<file path="src/rtl/mux_arb_pkg.sv">
// Shared definitions for the 8-lane round-robin mux arbiter.
//   N_LANES  number of requesters sharing the datapath mux
//   SEL_W    width of a lane index / mux select
//   state_e  arbiter FSM states (IDLE, GRANT)
//   onehot() lane index -> one-hot grant vector
package mux_arb_pkg;

  localparam int N_LANES = 8;
  localparam int SEL_W   = 3;

  typedef enum logic [0:0] {
    IDLE  = 1'b0,
    GRANT = 1'b1
  } state_e;

  function automatic logic [N_LANES-1:0] onehot(input logic [SEL_W-1:0] i);
    onehot    = '0;
    onehot[i] = 1'b1;
  endfunction

endpackage

</file>
<file path="src/rtl/rr_pick_8.sv">
// Combinational rotate-priority picker.
//   req   in   8  request vector
//   ptr   in   3  highest-priority lane; search order ptr, ptr+1, ... wrapping
//   mask  in   8  lanes to exclude from this search
//   found out  1  some unmasked lane is requesting
//   idx   out  3  first unmasked requesting lane in search order (ptr when !found)
module rr_pick_8
  import mux_arb_pkg::*;
(
  input  logic [N_LANES-1:0] req,
  input  logic [SEL_W-1:0]   ptr,
  input  logic [N_LANES-1:0] mask,
  output logic               found,
  output logic [SEL_W-1:0]   idx
);

  logic [N_LANES-1:0] cand;
  logic [SEL_W-1:0]   lane;

  assign cand = req & ~mask;

  // Walk the rotation from the far end back towards ptr so the lane closest
  // to ptr is the last one written and therefore wins.
  always_comb begin
    found = 1'b0;
    idx   = ptr;
    lane  = '0;
    for (int k = N_LANES - 1; k >= 0; k--) begin
      lane = ptr + SEL_W'(k);
      if (cand[lane]) begin
        found = 1'b1;
        idx   = lane;
      end
    end
  end

endmodule

</file>
<file path="src/rtl/mux_8_1_rr_arbiter.sv">
// Round-robin arbiter owning the select of a shared 8:1 WIDTH-bit mux.
// Picks a winner among 8 level requesters, holds the grant for at most
// MAX_HOLD cycles while others wait (0 = unlimited), and registers the
// selected lane's data towards the consumer.
//   clk      in   rising-edge clock
//   reset    in   synchronous, active-high
//   req      in   per-lane request level
//   d        in   lane data, lane i at d[i*WIDTH +: WIDTH]
//   gnt      out  one-hot grant (registered)
//   sel      out  granted lane index (registered mux select)
//   busy     out  a grant is active
//   y        out  registered d[sel], one cycle behind gnt
//   y_valid  out  y carries granted-lane data this cycle
module mux_8_1_rr_arbiter
  import mux_arb_pkg::*;
#(
  parameter int WIDTH    = 3,
  parameter int MAX_HOLD = 4
) (
  input  logic                       clk,
  input  logic                       reset,
  input  logic [N_LANES-1:0]         req,
  input  logic [N_LANES*WIDTH-1:0]   d,
  output logic [N_LANES-1:0]         gnt,
  output logic [SEL_W-1:0]           sel,
  output logic                       busy,
  output logic [WIDTH-1:0]           y,
  output logic                       y_valid
);

  localparam int              HC_W     = (MAX_HOLD > 0) ? $clog2(MAX_HOLD + 1) : 1;
  localparam logic [HC_W-1:0] HOLD_MAX = HC_W'(MAX_HOLD);

  logic [N_LANES-1:0][WIDTH-1:0] d_lane;
  state_e                        state;
  logic [SEL_W-1:0]              ptr;
  logic [HC_W-1:0]               hold_cnt;

  logic                          cur_req;
  logic                          expired;
  logic                          release_g;
  logic [SEL_W-1:0]              pick_ptr;
  logic [N_LANES-1:0]            pick_mask;
  logic                          pick_found;
  logic [SEL_W-1:0]              pick_idx;

  assign d_lane = d;

  // A drop takes precedence over expiry: both release, but only a dropped
  // lane is masked, so an expired lane that still requests can win again
  // at the end of the rotation.
  assign cur_req   = req[sel];
  assign expired   = (MAX_HOLD != 0) && (hold_cnt == HOLD_MAX);
  assign release_g = (state == GRANT) && (!cur_req || expired);

  // While granting, the next search starts just past the current owner so
  // handover needs no idle cycle.
  always_comb begin
    pick_ptr  = ptr;
    pick_mask = '0;
    if (state == GRANT) begin
      pick_ptr = sel + SEL_W'(1);
      if (!cur_req) pick_mask = onehot(sel);
    end
  end

  rr_pick_8 u_pick (
    .req   (req),
    .ptr   (pick_ptr),
    .mask  (pick_mask),
    .found (pick_found),
    .idx   (pick_idx)
  );

  always_ff @(posedge clk) begin
    if (reset) begin
      state    <= IDLE;
      ptr      <= '0;
      hold_cnt <= '0;
      gnt      <= '0;
      sel      <= '0;
      busy     <= 1'b0;
      y        <= '0;
      y_valid  <= 1'b0;
    end else begin
      // Output stage follows the grant registers by one cycle; y only
      // moves while a grant is active so it holds when y_valid drops.
      y_valid <= busy;
      if (busy) y <= d_lane[sel];

      case (state)
        IDLE: begin
          if (pick_found) begin
            gnt      <= onehot(pick_idx);
            sel      <= pick_idx;
            busy     <= 1'b1;
            hold_cnt <= HC_W'(1);
            state    <= GRANT;
          end
        end
        GRANT: begin
          if (!release_g) begin
            if (MAX_HOLD != 0 && hold_cnt != HOLD_MAX) hold_cnt <= hold_cnt + HC_W'(1);
          end else begin
            ptr <= sel + SEL_W'(1);
            if (pick_found) begin
              gnt      <= onehot(pick_idx);
              sel      <= pick_idx;
              hold_cnt <= HC_W'(1);
            end else begin
              gnt      <= '0;
              busy     <= 1'b0;
              hold_cnt <= '0;
              state    <= IDLE;
            end
          end
        end
        default: state <= IDLE;
      endcase
    end
  end

endmodule

</file>
<file path="config.mk">
export PLATFORM = sky130hd
export DESIGN_NAME = mux_8_1_rr_arbiter
export DESIGN_NICKNAME = d
export VERILOG_FILES = /design/src/rtl/mux_arb_pkg.sv /design/src/rtl/rr_pick_8.sv /design/src/rtl/mux_8_1_rr_arbiter.sv
export SDC_FILE = /design/constraint.sdc
export NUM_CORES = 1
export LEC_CHECK = 0
export ABC_CLOCK_PERIOD_IN_PS = 4600
export BUFFER_PORTS_ARGS = -buffer_cell sky130_fd_sc_hd__buf_2
export CELL_PAD_IN_SITES_DETAIL_PLACEMENT = 1
export CELL_PAD_IN_SITES_GLOBAL_PLACEMENT = 1
export CORE_AREA = 5 5 81 83
export CTS_CLUSTER_SIZE = 16
export DETAILED_ROUTE_END_ITERATION = 6
export DIE_AREA = 0 0 86 88
export HOLD_SLACK_MARGIN = 0.05
export PLACE_DENSITY = 0.85
export SLEW_MARGIN = 20
export SYNTH_ARGS = -nofsm -noshare
export SYNTH_HDL_FRONTEND = slang
export SYNTH_SLANG_ARGS = --single-unit
</file>
<file path="constraint.sdc">
create_clock -name clk -period 4.6 [get_ports clk]
set_input_delay 0.46 -clock clk [delete_from_list [all_inputs] [get_ports clk]]
set_output_delay 0.46 -clock clk [all_outputs]
set_load 0.01 [all_outputs]
</file>
==> flow_metrics.env <==
export IMPL_syn_inst=259
export IMPL_synthFlopType="dfxtp_1"
export IMPL_power_frac_clock_pct=7.3
export IMPL_yosysWarnings=0
export IMPL_postCtsSetupRepairBufs=0
export IMPL_dp_slack_ps=295
export IMPL_dpl_cell_count=376
export IMPL_ioPinCount=50
export IMPL_grt_max_degree=18
export IMPL_ir_drop_v=0.000229
export IMPL_synth_fp_nets=299
export IMPL_critPathKind="reg -> reg"
export IMPL_final_cell_mix="buf_2, nor2_1, dfxtp_1, nand2_1, a21oi_1"
export IMPL_maxCapViolations=0
export IMPL_synth_cell_types=63
export IMPL_drc_errors=0
export IMPL_top_layer_used="met4"
export IMPL_start_kind="register"
export IMPL_grt_setup_unrepaired="false"
export IMPL_path_clk_slew_ps=80
export IMPL_syn_to_final_growth_pct=17.0
export IMPL_cts_buffers=3
export IMPL_chipWidth_um=86
export IMPL_core_um2=5780
export IMPL_worstMarginPinSlew_ps=938
export IMPL_required_ps=4810
export IMPL_fmax_ghz=0.244
export IMPL_fin_nets=346
export IMPL_hold_ws_ps=462
export IMPL_antenna_cells=0
export IMPL_ys_top_cells_by_area="dfxtp_1, mux4_2, mux2i_1, nor2_1, a21oi_1"
export IMPL_clockBufferDepth=2
export IMPL_cp_arrival_ps=4320
export IMPL_port_buffer_count=49
export IMPL_dieHeight_um=88
export IMPL_antenna_found_initial=0
export IMPL_switching_share_pct=50.8
export IMPL_synthArstFlopShare_pct=0
export IMPL_grt_usage_pct=18.8
export IMPL_die_area_um2=7570
export IMPL_grt_pass1_vias=2479
export IMPL_setup_violations=0
export IMPL_yosysSeqAreaShare_pct=21.1
export IMPL_routedWlPerCell_um=18.2
export IMPL_relSlewSlack_pct=37.4
export IMPL_gp_congestion=0.924
export IMPL_critPathMaxFanout=10
export IMPL_firstDrtPassIters=4
export IMPL_viasPerCell=6.05
export IMPL_wl_mm=6.90
export IMPL_worst_slack_ps=493
export IMPL_start_util_pct=37.7
export IMPL_htree_levels=1
export IMPL_fin_tns_setup_ps=0
export IMPL_finClkSkew_ps=0.960
export IMPL_drive_gt1_share_pct=28.5
export IMPL_hpwl_mm=5.61
export IMPL_power_density_nw_per_um2=678
export IMPL_seqPwrFrac_pct=16.6
export IMPL_grt_pass1_wl_mm=11.7
export IMPL_drtIter0Drc=121
export IMPL_met1Wirelength_mm=3.00
export IMPL_synth_edf_count=0
export IMPL_met3RoutedLength_um=379
export IMPL_ant_nets=0
export IMPL_intPower_uw=851
export IMPL_power_mw=1.73
export IMPL_std_cell_rows=28
export IMPL_pwr_share_comb_pct=76.1
export IMPL_drv_slew=0
export IMPL_yosys_area_top_type="dfxtp_1"
export IMPL_post_route_util_pct=44.1
export IMPL_endpoint_kind="register"
export IMPL_syn_area_per_cell_um2=8.41
export IMPL_hp_class="reg -> reg"
export IMPL_met2WireLength_mm=3.43
export IMPL_min_period_ps=4110
export IMPL_synth_seq_cells=23
export IMPL_routed_via_count=2298
export IMPL_postPlaceCellArea_um2=2500
export IMPL_p_sw_uw=878
export IMPL_synth_top_area_share_pct=21.1
export IMPL_cts_tree="done"
export IMPL_cts_root_buf="clkbuf_8"
export IMPL_netlist_area_um2=2180
export IMPL_clk_latency_ps=260
export IMPL_overflow=0
export IMPL_status="complete, no violations"
export IMPL_finalHoldViolCount=0
export IMPL_cts_num_sinks=23
export IMPL_period_share_pct=89.3
export IMPL_finalInstanceArea_um2=2550
export IMPL_final_cells=380
export IMPL_p_leak_nw=1.04
export IMPL_layout_commonest_cell="buf_2"
## power by group through the flow
stage,Clock (mW),Combinational [mW],Sequential [mW]
after floorplan,0,0.952,0.302
after global placement,0,1.27,0.289
after detailed placement,0,1.30,0.290
after CTS,0.128,1.31,0.287
after global routing,0.137,1.45,0.295
final,0.126,1.32,0.287
## cell families after synthesis
logic type	Yosys count	share of synthesized area, %
xor gates and xnor gates	5	2.01
AOI/OAI and AO/OA	82	27.0
muxes	23	17.2
and+or+nand+nor	95	23.8
DFF	23	21.1
adders and majority gates	6	3.45
buffers and inverters	25	5.34
## registers in the layout, summed over array words and instances (netlist names)
name and flops:
gnt 8, hold_cnt 3, ptr 3, sel 3
y 3, busy 1, state 1, y_valid 1
## routing by layer
layer | GRT usage (%) | vias up
met4 | 3.45 | 0
met2 | 34.1 | 82
met3 | 2.92 | 10
li1 | - | 1088
met5 | 0 | -
met1 | 23.7 | 1118
## critical path: stages (launching register included)
cell and delay, ps:
dfxtp_1 330, ha_1 310, mux2i_1 200, inv_1 80, ha_1 500, mux2i_1 240
o21ai_0 160, o211ai_1 250, o21ai_0 280, or3b_4 440, nor4_4 440, or2_1 270
and3_1 350, a22o_1 190
## worst paths after layout
check | startpoint | depth (start not counted) | endpoint | slack (ps)
hold reg to reg | gnt[4] | 1 | gnt[4] | 460
setup reg to reg | sel[0] | 13 | gnt[1] | 490
setup / recovery | sel[0] | 13 | gnt[1] | 490
hold / removal | gnt[4] | 1 | gnt[4] | 460
## layout make-up
class / instances / area [µm²]
flip-flops and latches: 23 / 462
well taps: 75 / 93.8
multi-input cells: 211 / 1600
fillers: 730 / 3230
repair buffers: 57 / 305
clock buffers: 4 / 45.0
inverters: 10 / 40.0
## synthesized netlist by cell type, types with 2 or more instances
cell       number
buf_2           4
nand2b_1        2
mux2i_1         9
a21oi_1        16
a31oi_1         4
o311ai_0        2
o211ai_1        4
mux4_2         11
o21ai_0        14
a221oi_1        4
nor2_1         24
nand3_1        10
nor2b_1        10
inv_1           9
o32ai_1         2
buf_4           2
xnor2_1         4
a311oi_1        3
nand2_1        17
a2111oi_0       2
nand2b_4        2
a211oi_1        6
and3_1          6
ha_1            6
a22o_1          2
mux2_2          2
nor3_1          7
dfxtp_1        23
or2_2           3
nor4_1          3
o2bb2ai_1       7
a21boi_0        2
clkbuf_1        7
## repair_timing
item / in CTS / in global routing
setup endpoints to repair: 0 / 10
resized for setup: 0 / 2
hold buffers: 0 / 0
(Power assumes the default switching activity.)
